[src/rtl/led_seq_pkg.sv]
// Shared state encoding, default parameters and width helper for the
// sequential multi-channel LED blinker.
package led_seq_pkg;

  typedef enum logic [1:0] {
    ST_IDLE = 2'd0,
    ST_RUN  = 2'd1,
    ST_DONE = 2'd2
  } state_e;

  localparam int TICK_DIV_DEF = 50_000_000;
  localparam int N_CH_DEF     = 2;
  localparam int PULSES_DEF   = 10;

  // Channel-index width; a single channel still needs one bit.
  function automatic int ch_w(input int n);
    return (n > 1) ? $clog2(n) : 1;
  endfunction

endpackage

[src/rtl/led_seq_blink_tick_gen.sv]
// Free-running prescaler: emits a one-cycle tick every TICK_DIV enabled cycles.
// clr restarts the phase and suppresses the tick on that edge.
module tick_gen #(
  parameter int TICK_DIV = 4
) (
  input  logic clk,
  input  logic rst,
  input  logic clr,
  input  logic en,
  output logic tick
);

  localparam int            CW   = $clog2(TICK_DIV);
  localparam logic [CW-1:0] TERM = CW'(TICK_DIV - 1);

  logic [CW-1:0] cnt_q, cnt_d;

  // Next-count and tick decode.
  always_comb begin
    cnt_d = cnt_q;
    tick  = 1'b0;
    if (clr) begin
      cnt_d = {CW{1'b0}};
    end else if (en) begin
      if (cnt_q == TERM) begin
        cnt_d = {CW{1'b0}};
        tick  = 1'b1;
      end else begin
        cnt_d = cnt_q + CW'(1);
      end
    end else begin
      cnt_d = cnt_q;
    end
  end

  // Prescaler register.
  always_ff @(posedge clk or posedge rst) begin
    if (rst) begin
      cnt_q <= {CW{1'b0}};
    end else begin
      cnt_q <= cnt_d;
    end
  end

endmodule

[src/rtl/led_seq_blink.sv]
// Sequential LED blinker: each channel in turn gives PULSES on/off pulses,
// then the sequence stops with a done pulse or wraps when loop_en is high.
module led_seq_blink
  import led_seq_pkg::*;
#(
  parameter int TICK_DIV = TICK_DIV_DEF,
  parameter int N_CH     = N_CH_DEF,
  parameter int PULSES   = PULSES_DEF
) (
  input  logic                     clk,
  input  logic                     rst,
  input  logic                     start,
  input  logic                     en,
  input  logic                     loop_en,
  output logic [N_CH-1:0]          led,
  output logic [ch_w(N_CH)-1:0]    active_ch,
  output logic                     busy,
  output logic                     done
);

  localparam int            AW     = ch_w(N_CH);
  localparam int            TW     = $clog2(2 * PULSES + 1);
  localparam logic [TW-1:0] T_LAST = TW'(2 * PULSES);
  localparam logic [AW-1:0] A_LAST = AW'(N_CH - 1);

  state_e          state_q, state_d;
  logic [TW-1:0]   tcnt_q, tcnt_d, tcnt_inc_s;
  logic [AW-1:0]   ach_q, ach_d;
  logic [N_CH-1:0] led_q, led_d;
  logic            done_q, done_d;
  logic            tick_s;

  tick_gen #(.TICK_DIV(TICK_DIV)) u_tick_gen (
    .clk  (clk),
    .rst  (rst),
    .clr  (start),
    .en   (en && (state_q == ST_RUN)),
    .tick (tick_s)
  );

  // Sequencer next-state: start overrides any tick on the same edge.
  always_comb begin
    tcnt_inc_s = tcnt_q + TW'(1);
    state_d    = state_q;
    tcnt_d     = tcnt_q;
    ach_d      = ach_q;
    led_d      = led_q;
    done_d     = 1'b0;
    if (start) begin
      state_d = ST_RUN;
      tcnt_d  = {TW{1'b0}};
      ach_d   = {AW{1'b0}};
      led_d   = {N_CH{1'b0}};
    end else if ((state_q == ST_RUN) && tick_s) begin
      led_d[ach_q] = ~led_q[ach_q];
      if (tcnt_inc_s == T_LAST) begin
        tcnt_d = {TW{1'b0}};
        led_d  = {N_CH{1'b0}};
        if (ach_q == A_LAST) begin
          ach_d = {AW{1'b0}};
          if (loop_en) begin
            state_d = ST_RUN;
          end else begin
            state_d = ST_DONE;
            done_d  = 1'b1;
          end
        end else begin
          ach_d = ach_q + AW'(1);
        end
      end else begin
        tcnt_d = tcnt_inc_s;
      end
    end else begin
      state_d = state_q;
    end
  end

  // Sequencer state and output registers.
  always_ff @(posedge clk or posedge rst) begin
    if (rst) begin
      state_q <= ST_IDLE;
      tcnt_q  <= {TW{1'b0}};
      ach_q   <= {AW{1'b0}};
      led_q   <= {N_CH{1'b0}};
      done_q  <= 1'b0;
    end else begin
      state_q <= state_d;
      tcnt_q  <= tcnt_d;
      ach_q   <= ach_d;
      led_q   <= led_d;
      done_q  <= done_d;
    end
  end

  assign led       = led_q;
  assign active_ch = ach_q;
  assign busy      = (state_q == ST_RUN);
  assign done      = done_q;

endmodule

[config.mk]
export PLATFORM = sky130hd
export DESIGN_NAME = led_seq_blink
export DESIGN_NICKNAME = d
export VERILOG_FILES = /design/src/rtl/led_seq_pkg.sv /design/src/rtl/led_seq_blink_tick_gen.sv /design/src/rtl/led_seq_blink.sv
export SDC_FILE = /design/constraint.sdc
export NUM_CORES = 1
export LEC_CHECK = 0
export ABC_AREA = 1
export CAP_MARGIN = 20
export CELL_PAD_IN_SITES_DETAIL_PLACEMENT = 0
export CELL_PAD_IN_SITES_GLOBAL_PLACEMENT = 1
export CORE_MARGIN = 2
export CORE_UTILIZATION = 40
export CTS_BUF_LIST = sky130_fd_sc_hd__clkbuf_4
export CTS_CLUSTER_SIZE = 14
export DETAILED_ROUTE_END_ITERATION = 7
export PLACE_DENSITY_LB_ADDON = 0.1
export SYNTH_ARGS = -nofsm -noshare
export SYNTH_HDL_FRONTEND = slang
export SYNTH_SLANG_ARGS = --single-unit
export TNS_END_PERCENT = 5
[constraint.sdc]
create_clock -name clk -period 4 [get_ports clk]
set_input_delay 0.8 -clock clk [delete_from_list [all_inputs] [get_ports clk]]
set_output_delay 0.8 -clock clk [all_outputs]
set_load 0.05 [all_outputs]
Yosys cells after proc, flatten, opt, wreduce, memory -nomap -nowiden
Index checks and enable logic that the tools add are counted.
{"block": "op_classes", "n_eq_ne": 3, "n_lt_le_gt_ge": 2, "mux": 31, "reduce_logical": 9, "bitwise_logic": 1, "addsub": 3}
{"cell": "$mux 26", "n": 3}
{"cell": "$add 26x1->26 const B", "n": 1}
{"cell": "$eq 26x26->1 const B", "n": 1}
{"cell": "$mux 2", "n": 8}
{"cell": "$mux 1", "n": 15}
{"cell": "$mux 5", "n": 3}
{"cell": "$reduce_bool 2->1", "n": 4}
{"cell": "$add 5x1->5 const B", "n": 1}
{"cell": "$eq 5x5->1 const B", "n": 1}
{"cell": "$logic_and 1x1->1", "n": 3}
{"cell": "$reduce_and 3->1", "n": 1}
{"cell": "$bwmux 2", "n": 1}
{"cell": "$eq 2x1->1 const B", "n": 1}
{"cell": "$lt 1x2->1 const B", "n": 1}
{"cell": "$reduce_and 2->1", "n": 1}
{"cell": "$add 1x1->1 const B", "n": 1}
{"cell": "$demux 1 s1", "n": 1}
{"cell": "$ge 1x1->1 const B", "n": 1}
{"cell": "$not 1->1", "n": 1}
{"block": "word_totals", "elab_cells": 55, "output_inout_bits": 5, "register_bits": 37}

Depth between registers and ports, before layout
Gate-level depths: netlist of the first run.
{"block": "depth", "ltp_word": 8, "mapped_depth": 11}

Hierarchy
Synthesis of the first run repeated with hierarchy kept, for this count alone.
{"block": "unflattened", "hier_cells": 344, "hier_area_um2": 2349.8}
{"module": "tick_gen", "instances": 1, "cells_per_inst": 271, "area_per_inst_um2": 1755.4}
{"module": "led_seq_blink", "instances": 1, "cells_per_inst": 73, "area_per_inst_um2": 594.3}

Least setup slack after synthesis of the first run
Ideal clock, no wire load.
{"block": "synth_timing", "path_kind": "reg-to-reg", "from": "register state_q[1]", "to": "register ach_q (netlist: active_ch)", "t_arrival_ns": 1.876, "path_stages_with_launch": 9, "path_buffers": 0, "setup_time_ns": 0.123, "slack_ns": 2.001, "path_cell_list": "dfrtp_1 -> nor2_1 -> nand2_1 -> nor2_2 -> nand3_2 -> nand2_4 -> nand2_1 -> nand2_1 -> o21ai_1"}
{"block": "synth_via", "elab_chain_len": 7}
{"element": "start, declared", "line": "led_seq_blink.sv:26", "source": "state_e state_q, state_d;"}
{"element": "start signal, assigned", "line": "led_seq_blink.sv:87", "source": "state_q <= state_d;"}
{"element": "$eq 2x1->1 (*)"}
{"element": "named net busy", "line": "led_seq_blink.sv:17", "source": "output logic busy,"}
{"element": "$logic_and 1x1->1", "line": "led_seq_blink.sv:37", "source": ".en (en && (state_q == ST_RUN)),"}
{"element": "$mux 1", "line": "led_seq_blink_tick_gen.sv:24", "source": "end else if (en) begin"}
{"element": "$mux 1", "line": "led_seq_blink_tick_gen.sv:22", "source": "if (clr) begin"}
{"element": "$logic_and 1x1->1 (*)", "line": "led_seq_blink.sv:54", "source": "end else if ((state_q == ST_RUN) && tick_s) begin"}
{"element": "$reduce_bool 2->1 (no line) (*)"}
{"element": "$reduce_and 2->1 (no line) (*)"}
{"element": "end signal, assigned", "line": "led_seq_blink.sv:83", "source": "ach_q <= {AW{1'b0}};"}
{"element": "end signal, assigned", "line": "led_seq_blink.sv:89", "source": "ach_q <= ach_d;"}
{"element": "end, declared", "line": "led_seq_blink.sv:28", "source": "logic [AW-1:0] ach_q, ach_d;"}
The timed path passes the listed nets; every way through them passes the cells marked *.
A chain may end at the register's enable or synchronous reset.

Worst setup path in the final report of the first run
{"block": "layout_timing", "from": "register state_q[1]", "to": "output busy"}
{"block": "layout_via", "elab_chain_len": 1}
{"element": "$eq 2x1->1", "line": "led_seq_blink.sv:97", "source": "assign busy = (state_q == ST_RUN);"}
{"element": "end, declared", "line": "led_seq_blink.sv:17"}
Every way passes these cells.

==> flow_metrics.env, run 1 <==
export IMPL_dieArea_sq_um=6200
export IMPL_num_rows=27
export IMPL_switching_share_pct=30.8
export IMPL_antenna_found_initial=0
export IMPL_yosysWarnings=0
export IMPL_synth_edff_count=0
export IMPL_avgSynthCellArea_sq_um=7.26
export IMPL_io_buffers=9
export IMPL_clockBufferDepth=2
export IMPL_wl_per_cell_um=12.5
export IMPL_async_flop_share_pct=100
export IMPL_vias=1931
export IMPL_via_per_inst=4.89
export IMPL_cts_max_level=2
export IMPL_ys_top_cells_by_area="dfrtp_1 41%, nand2_1 16%, inv_1 6.2%"
export IMPL_drc=0
export IMPL_netlist_instances=308
export IMPL_rsz0062_at_grt="false"
export IMPL_required_ns=3.20
export IMPL_final_period_utilization_pct=62.3
export IMPL_clk_pin_slew_ns=0.12
export IMPL_period_needed_ns=2.49
export IMPL_synth_most_common_cell="nand2_1"
export IMPL_grt_pass1_vias=1930
export IMPL_cp_start_kind="flip-flop"
export IMPL_finalSetupViolCount=0
export IMPL_crit_chain="nor2_1 -> clkdlybuf4s50_1"
export IMPL_switchingPower_uw=212
export IMPL_worstPathMaxFanout=2
export IMPL_slowest_delay_ns=0.82
export IMPL_nFillCells=564
export IMPL_routed_wl_um=4940
export IMPL_initial_core_util_pct=41.1
export IMPL_netlist_top_cells_count="93 x nand2_1, 37 x dfrtp_1, 37 x inv_1"
export IMPL_stdcell_count=395
export IMPL_status="complete, no violations"
export IMPL_dr_pass1_iters=4
export IMPL_hpwl_um=3600
export IMPL_root_buffer="clkbuf_4"
export IMPL_grt_max_degree=38
export IMPL_syn_nets=316
export IMPL_power_density_nw_per_um2=281
export IMPL_synth_xor_area_share_pct=3.53
export IMPL_maxCapViolations=0
export IMPL_p_comb_share_pct=14.8
export IMPL_antenna_cells=0
export IMPL_fmax_mhz=401
export IMPL_seq_power_share_pct=57.0
export IMPL_synth_flop_cell="dfrtp_1"
export IMPL_drive_gt1_share_pct=7.74
export IMPL_clock_sinks=37
export IMPL_yosysTopAreaCell="dfrtp_1"
export IMPL_synth_area_sq_um=2230
export IMPL_worstHoldPathType="reg -> reg"
export IMPL_maxSlewViolCount=0
export IMPL_antenna_left=0
export IMPL_die_h_um=78.7
export IMPL_cp_slowest_cell="clkdlybuf4s50_1"
export IMPL_first_iter_violations=85
export IMPL_ys_seq_area_share_pct=41.4
export IMPL_grt_pass1_wl_um=8960
export IMPL_p_int_uw=477
export IMPL_cts_resized=0
export IMPL_synth_distinct_cells=28
export IMPL_reg2reg_slack_ns=2.18
export IMPL_clock_power_share_pct=28.2
export IMPL_slew_headroom_pct=66.7
export IMPL_synth_top_family_by_area="simple AND/OR/NAND/NOR gates"
export IMPL_area_growth_synth_to_final_pct=9.69
export IMPL_skew_ns=0.0103
export IMPL_layout_nets=330
export IMPL_endpoint_kind="output pin"
export IMPL_core_area_sq_um=5440
export IMPL_synth_seq_cells=37
export IMPL_worstMarginPinSlew_ns=0.497
export IMPL_synth_simple_area_share_pct=37.3
export IMPL_synth_compound_area_share_pct=8.34
export IMPL_hold_viol=0
export IMPL_worstPathArrival_ns=1.69
export IMPL_synth_top_area_share_pct=41.4
export IMPL_max_vdd_ir_drop_mv=0.192
export IMPL_cts_setup_buffers=0
export IMPL_globalRouteOverflowTotal=0
export IMPL_placed_cells=387
export IMPL_fin_setup_tns_ns=0
export IMPL_cts_buffers_inserted=5
export IMPL_synth_mux_area_share_pct=0
export IMPL_place_congestion=0.798
export IMPL_hold_buffers=0
export IMPL_ios=10
export IMPL_synth_fa_ha_area_share_pct=1.68
export IMPL_fp_dieW_um=78.7
export IMPL_p_leak_uw=0.00108
export IMPL_clk_latency_ns=0.35
export IMPL_criticalPathCategory="reg -> out"
export IMPL_cts_tree="done"
export IMPL_track_usage_pct=18.5
## final cells by class
class                   instances  area, sq um  share of cell area, %
clock buffers                   5         37.5                   1.53
clock inverters                 3         12.5                  0.510
multi-input cells             228         1140                   46.4
well taps                      72         90.1                   3.68
inverters                      40          150                   6.13
flip-flops and latches         37          926                   37.8
repair buffers                 10         97.6                   3.98
## worst max-delay path, delay by kind of cell, from the launching register on
kind                   cells  cell delay, ns
flip-flops                 1            0.40
AND/OR/NAND/NOR            1            0.13
buffers and inverters      1            0.82
## logic make-up (layout without fill, tap and decap cells)
logic type / count (synthesis) / in the layout
simple gates: 181 / 181
compound gates: 35 / 35
xor+xnor: 9 / 9
fa+ha+maj: 3 / 3
flops: 37 / 37
buf+inv: 43 / 58
## routing by layer
metal	wire length (um)	track usage (%)	share of wire, %	vias to the layer above
met5	0	0	0	-
li1	-	-	-	1017
met2	2440	32.6	49	20
met1	2350	22.5	48	892
met3	117	4.20	2.4	2
met4	29	5.26	0.59	0
## per-stage QoR
step	hold WS [ns]	util (%)	power, uW	setup slack [ns]	cell area (sq um)
final	0.482	45.1	690	1.51	2450
after detailed placement	0.459	44.1	504	1.68	2400
after global placement	0.459	44.1	504	1.73	2400
after CTS	0.490	45.1	700	1.48	2450
after floorplan	0.442	-	472	2.00	2230
after global routing	0.531	45.1	729	1.41	2450
## state kept, by name, indices dropped and copies added, names as in the netlist
signal            count
active_ch             1
done                  1
led                   2
state_q               2
tcnt_q                5
u_tick_gen.cnt_q     26
## final timing paths
check	cells after the start	endpoint	startpoint
min reg2reg	2	state_q[0]	state_q[0]
max	2	busy	state_q[1]
max in group asynchronous	3	u_tick_gen.cnt_q[25]	rst
min	2	state_q[0]	state_q[0]
max reg2reg	10	u_tick_gen.cnt_q[23]	u_tick_gen.cnt_q[0]
min in group asynchronous	3	state_q[0]	rst
## cells in the final DEF, fill, tap and decap left out, types with 4 or more instances in the layout
master and count:
a21oi_1 4, clkbuf_4 5, clkdlybuf4s50_1 9, dfrtp_1 37
inv_1 37, nand2_1 93, nand3_1 26, nand3_2 4
nand4_1 9, nor2_1 32, o21ai_0 12, o21ai_1 12
o22ai_1 5, xor2_1 8
## power groups by stage
stage / logic, uW / registers [uW] / clock network, uW
finish: 102 / 393 / 194
global placement: 104 / 400 / 0
detailed placement: 104 / 400 / 0
global route: 113 / 395 / 221
floorplan: 56.4 / 416 / 0
CTS: 104 / 393 / 203
No activity file was read; power rests on OpenSTA's default activity.
==> run 2, diff against run 1 <==
==> constraint.sdc (replaced) <==
create_clock -name clk -period 2 [get_ports clk]
set_input_delay 0.4 -clock clk [delete_from_list [all_inputs] [get_ports clk]]
set_output_delay 0.4 -clock clk [all_outputs]
set_load 0.05 [all_outputs]
==> flow_metrics.env, run 2 (same netlist as run 1, synthesis figures left out) <==
export IMPL_drive_gt1_share_pct=10.1
export IMPL_initial_core_util_pct=41.1
export IMPL_place_congestion=0.856
export IMPL_cp_start_kind="flip-flop"
export IMPL_finalSetupViolCount=0
export IMPL_first_iter_violations=137
export IMPL_cts_max_level=2
export IMPL_antenna_left=0
export IMPL_dieArea_sq_um=6200
export IMPL_grt_pass1_vias=1910
export IMPL_required_ns=1.60
export IMPL_clock_sinks=37
export IMPL_die_h_um=78.7
export IMPL_multi_input_area_sq_um=1140
export IMPL_cts_setup_buffers=0
export IMPL_clk_pin_slew_ns=0.12
export IMPL_dr_pass1_iters=4
export IMPL_routed_wl_um=5110
export IMPL_p_comb_share_pct=15.2
export IMPL_cp_slowest_cell="clkdlybuf4s50_1"
export IMPL_layout_commonest_cell="nand2_1"
export IMPL_hold_viol=0
export IMPL_switching_share_pct=30.5
export IMPL_slowest_delay_ns=0.80
export IMPL_fmax_mhz=533
export IMPL_maxSlewViolCount=0
export IMPL_final_period_utilization_pct=93.9
export IMPL_clk_latency_ns=0.34
export IMPL_hold_buffers=0
export IMPL_slew_headroom_pct=66.7
export IMPL_nFillCells=579
export IMPL_clockBufferDepth=2
export IMPL_worstHoldPathType="in -> async"
export IMPL_endpoint_kind="output pin"
export IMPL_num_rows=27
export IMPL_track_usage_pct=19.0
export IMPL_grt_max_degree=38
export IMPL_clock_power_share_pct=28.9
export IMPL_area_growth_synth_to_final_pct=11.3
export IMPL_crit_chain="clkdlybuf4s50_1"
export IMPL_layout_nets=334
export IMPL_grt_pass1_wl_um=9160
export IMPL_fp_dieW_um=78.7
export IMPL_reg_top3="u_tick_gen.cnt_q x26, tcnt_q x5"
export IMPL_fin_setup_tns_ns=0
export IMPL_period_needed_ns=1.88
export IMPL_ios=10
export IMPL_core_area_sq_um=5440
export IMPL_max_vdd_ir_drop_mv=0.330
export IMPL_antenna_cells=0
export IMPL_wl_per_cell_um=12.8
export IMPL_io_buffers=9
export IMPL_cts_tree="done"
export IMPL_worstPathArrival_ns=1.48
export IMPL_top_register="u_tick_gen.cnt_q"
export IMPL_switchingPower_uw=429
export IMPL_skew_ns=0.0121
export IMPL_seq_power_share_pct=55.9
export IMPL_cts_buffers_inserted=5
export IMPL_worstPathMaxFanout=1
export IMPL_power_density_nw_per_um2=566
export IMPL_path_buf_inv=1
export IMPL_cts_resized=0
export IMPL_criticalPathCategory="reg -> out"
export IMPL_vias=1973
export IMPL_rsz0062_at_grt="false"
export IMPL_maxCapViolations=0
export IMPL_antenna_found_initial=0
export IMPL_hold_ws_ns=0.462
export IMPL_seqCellArea_sq_um=926
export IMPL_globalRouteOverflowTotal=0
export IMPL_hpwl_um=3710
export IMPL_cp_top_family="buffers and inverters"
export IMPL_p_leak_uw=0.00113
export IMPL_drc=0
export IMPL_most_common_layout_cells="93 x nand2_1, 37 x inv_1, 37 x dfrtp_1"
export IMPL_via_per_inst=4.94
export IMPL_worstMarginPinSlew_ns=0.498
export IMPL_p_int_uw=978
export IMPL_largest_register_ffs=26
export IMPL_status="complete, no violations"
export IMPL_root_buffer="clkbuf_4"
[run 2: power groups by stage]
stage               registers, uW  clock network (uW)  logic, uW
floorplan                     831                   0        113
CTS                           787                 432        218
finish                        786                 407        214
detailed placement            801                   0        218
global route                  791                 467        234
global placement              802                   0        218
[run 2: cell type report]
| type | instances | area share, % |
|---|---|---|
| repair buffers | 14 | 5.13 |
| clock inverters | 2 | 0.403 |
| inverters | 40 | 6.04 |
| flip-flops and latches | 37 | 37.2 |
| multi-input cells | 228 | 45.7 |
| clock buffers | 6 | 1.81 |
| well taps | 72 | 3.62 |
[run 2: path summary, 6_finish.rpt]
path	depth (start not counted)	to	from	slack (ns)
worst max register to register	8	u_tick_gen.cnt_q[20]	u_tick_gen.cnt_q[0]	0.27
worst min register to register	2	state_q[0]	state_q[0]	0.49
worst max-delay path	1	done	done	0.12
worst min-delay path	3	u_tick_gen.cnt_q[3]	rst	0.46
min in group clk	2	state_q[0]	state_q[0]	0.49
max in group asynchronous	3	u_tick_gen.cnt_q[20]	rst	1.18
[run 2: stage by stage]
stage               power, uW  utilization [%]  cells  cell area (sq um)  setup WS, ns
floorplan                 944                -    308               2230       0.00119
global placement         1020             44.6    391               2430         0.259
detailed placement       1020             44.6    391               2430         0.231
CTS                      1440             45.6    399               2480        0.0172
global route             1490             45.7    399               2490        0.0512
finish                   1410             45.7    399               2490         0.122
[run 2: per-layer routing]
| metal | track usage (%) | wire length, um |
|---|---|---|
| met2 | 30.3 | 2430 |
| met5 | 0 | 0 |
| met3 | 3.86 | 180 |
| met4 | 5.26 | 32 |
| met1 | 26.2 | 2470 |
==> run 3, diff against run 2 <==
--- a/config.mk
+++ b/config.mk
@@ -9,7 +9,6 @@
 export CAP_MARGIN = 20
 export CELL_PAD_IN_SITES_DETAIL_PLACEMENT = 0
 export CELL_PAD_IN_SITES_GLOBAL_PLACEMENT = 1
-export CORE_MARGIN = 2
 export CORE_UTILIZATION = 40
 export CTS_BUF_LIST = sky130_fd_sc_hd__clkbuf_4
 export CTS_CLUSTER_SIZE = 14
==> constraint.sdc (replaced) <==
create_clock -name clk -period 1.7 [get_ports clk]
set_input_delay 0.34 -clock clk [delete_from_list [all_inputs] [get_ports clk]]
set_output_delay 0.34 -clock clk [all_outputs]
set_load 0.05 [all_outputs]
==> flow_metrics.env, run 3 (same netlist as run 1, synthesis figures left out) <==
export IMPL_worstPathArrival_ns=1.81
export IMPL_required_ns=1.94
export IMPL_fin_setup_tns_ns=0
export IMPL_reg_top3="u_tick_gen.cnt_q x26, tcnt_q x5"
export IMPL_placed_cells=398
export IMPL_initial_core_util_pct=42.7
export IMPL_layout_commonest_cell="nand2_1"
export IMPL_grt_pass1_vias=1914
export IMPL_dr_pass1_iters=5
export IMPL_clockBufferDepth=2
export IMPL_fmax_mhz=634
export IMPL_via_per_inst=4.89
export IMPL_num_rows=26
export IMPL_hpwl_um=3640
export IMPL_p_int_uw=1460
export IMPL_globalRouteOverflowTotal=0
export IMPL_antenna_found_initial=0
export IMPL_cts_tree="done"
export IMPL_worstPathMaxFanout=10
export IMPL_cts_buffers_inserted=5
export IMPL_track_usage_pct=19.0
export IMPL_drc=0
export IMPL_antenna_left=0
export IMPL_rsz0062_at_grt="true"
export IMPL_stdcell_count=406
export IMPL_grt_pass1_wl_um=8940
export IMPL_hold_ws_ns=0.329
export IMPL_slew_headroom_pct=77.7
export IMPL_die_h_um=76.7
export IMPL_power_uw=1990
export IMPL_nFillCells=541
export IMPL_most_common_layout_cells="93 x nand2_1, 37 x inv_1, 37 x dfrtp_1"
export IMPL_worstMarginPinSlew_ns=0.332
export IMPL_status="complete, no violations"
export IMPL_max_vdd_ir_drop_mv=0.383
export IMPL_cp_start_kind="flip-flop"
export IMPL_power_density_nw_per_um2=754
export IMPL_hold_viol=0
export IMPL_routed_wl_um=4980
export IMPL_wl_per_cell_um=12.3
export IMPL_core_area_sq_um=5240
export IMPL_antenna_cells=0
export IMPL_worstHoldPathType="in -> async"
export IMPL_p_leak_uw=0.00118
export IMPL_seq_power_share_pct=46.6
export IMPL_switching_share_pct=26.5
export IMPL_layout_nets=343
export IMPL_maxSlewViolCount=0
export IMPL_clk_pin_slew_ns=0.12
export IMPL_vias=1986
export IMPL_maxCapViolations=0
export IMPL_grt_max_degree=38
export IMPL_final_period_utilization_pct=92.7
export IMPL_skew_ns=0.00835
export IMPL_hold_buffers=0
export IMPL_endpoint_kind="flip-flop"
export IMPL_period_needed_ns=1.58
export IMPL_drive_gt1_share_pct=14.3
export IMPL_placed_area_sq_um=2530
export IMPL_switchingPower_uw=528
export IMPL_cts_setup_buffers=0
export IMPL_top_register="u_tick_gen.cnt_q"
export IMPL_first_iter_violations=90
export IMPL_clock_power_share_pct=38.8
export IMPL_cts_max_level=2
export IMPL_criticalPathCategory="reg -> reg"
export IMPL_dieArea_sq_um=5890
export IMPL_largest_register_ffs=26
export IMPL_io_buffers=9
export IMPL_root_buffer="clkbuf_4"
export IMPL_finalSetupViolCount=0
export IMPL_place_congestion=0.776
export IMPL_fp_dieW_um=76.7
export IMPL_stdcell_area_sq_um=2640
export IMPL_area_growth_synth_to_final_pct=18.1
export IMPL_clock_sinks=37
export IMPL_cts_resized=0
export IMPL_clk_latency_ns=0.34
export IMPL_ios=10
export IMPL_p_comb_share_pct=14.6
-- run 3: final cells by class --
cell class / instances / area [sq um] / area share (%)
clock inverter: 3 / 65.1 / 2.47
inverter: 40 / 153 / 5.78
timing repair buffer: 23 / 220 / 8.35
tap: 70 / 87.6 / 3.32
multi-input combinational: 228 / 1150 / 43.6
clock buffer: 5 / 37.5 / 1.42
sequential: 37 / 926 / 35.1
-- run 3: path summary, 6_finish.rpt --
path                       slack [ns]  depth (start not counted)           startpoint                   end
setup / recovery                 0.12                          9  u_tick_gen.cnt_q[0]  u_tick_gen.cnt_q[10]
hold / removal                   0.33                          3                  rst  u_tick_gen.cnt_q[18]
max in group asynchronous        1.18                          3                  rst  u_tick_gen.cnt_q[21]
setup reg to reg                 0.12                          9  u_tick_gen.cnt_q[0]  u_tick_gen.cnt_q[10]
hold reg to reg                  0.50                          2           state_q[0]            state_q[0]
min in group clk                 0.50                          2           state_q[0]            state_q[0]
-- run 3: power by group through the flow --
| stage | Combinational (uW) | Clock, uW | Sequential, uW |
|---|---|---|---|
| 6_report | 290 | 772 | 928 |
| 5_1_grt | 316 | 836 | 932 |
| 4_1_cts | 293 | 796 | 928 |
| 3_5_place_dp | 293 | 0 | 944 |
| 3_3_place_gp | 290 | 0 | 945 |
| 2_1_floorplan | 138 | 0 | 980 |
-- run 3: worst max-delay path, stage by stage (launching register included) --
cell	delay, ns
dfrtp_1	0.41
ha_2	0.20
nand3_2	0.14
inv_2	0.07
nand2_1	0.05
nor2_2	0.12
nand2_1	0.08
nand2_2	0.11
buf_4	0.20
o21ai_0	0.10
-- run 3: routing by layer --
metal	vias up	GRT usage (%)	wire length, um
li1	1050	-	-
met1	910	24.7	2430
met2	20	31.8	2370
met3	6	3.81	122
met4	0	5.19	59
met5	-	0	0
-- run 3: through the flow --
step	setup slack [ns]	util, %
6_report	0.124	50.4
5_1_grt	-0.0521	50.4
4_1_cts	0.0716	50.2
3_5_place_dp	0.00337	48.3
3_3_place_gp	0.0497	48.3
2_1_floorplan	0.157	-
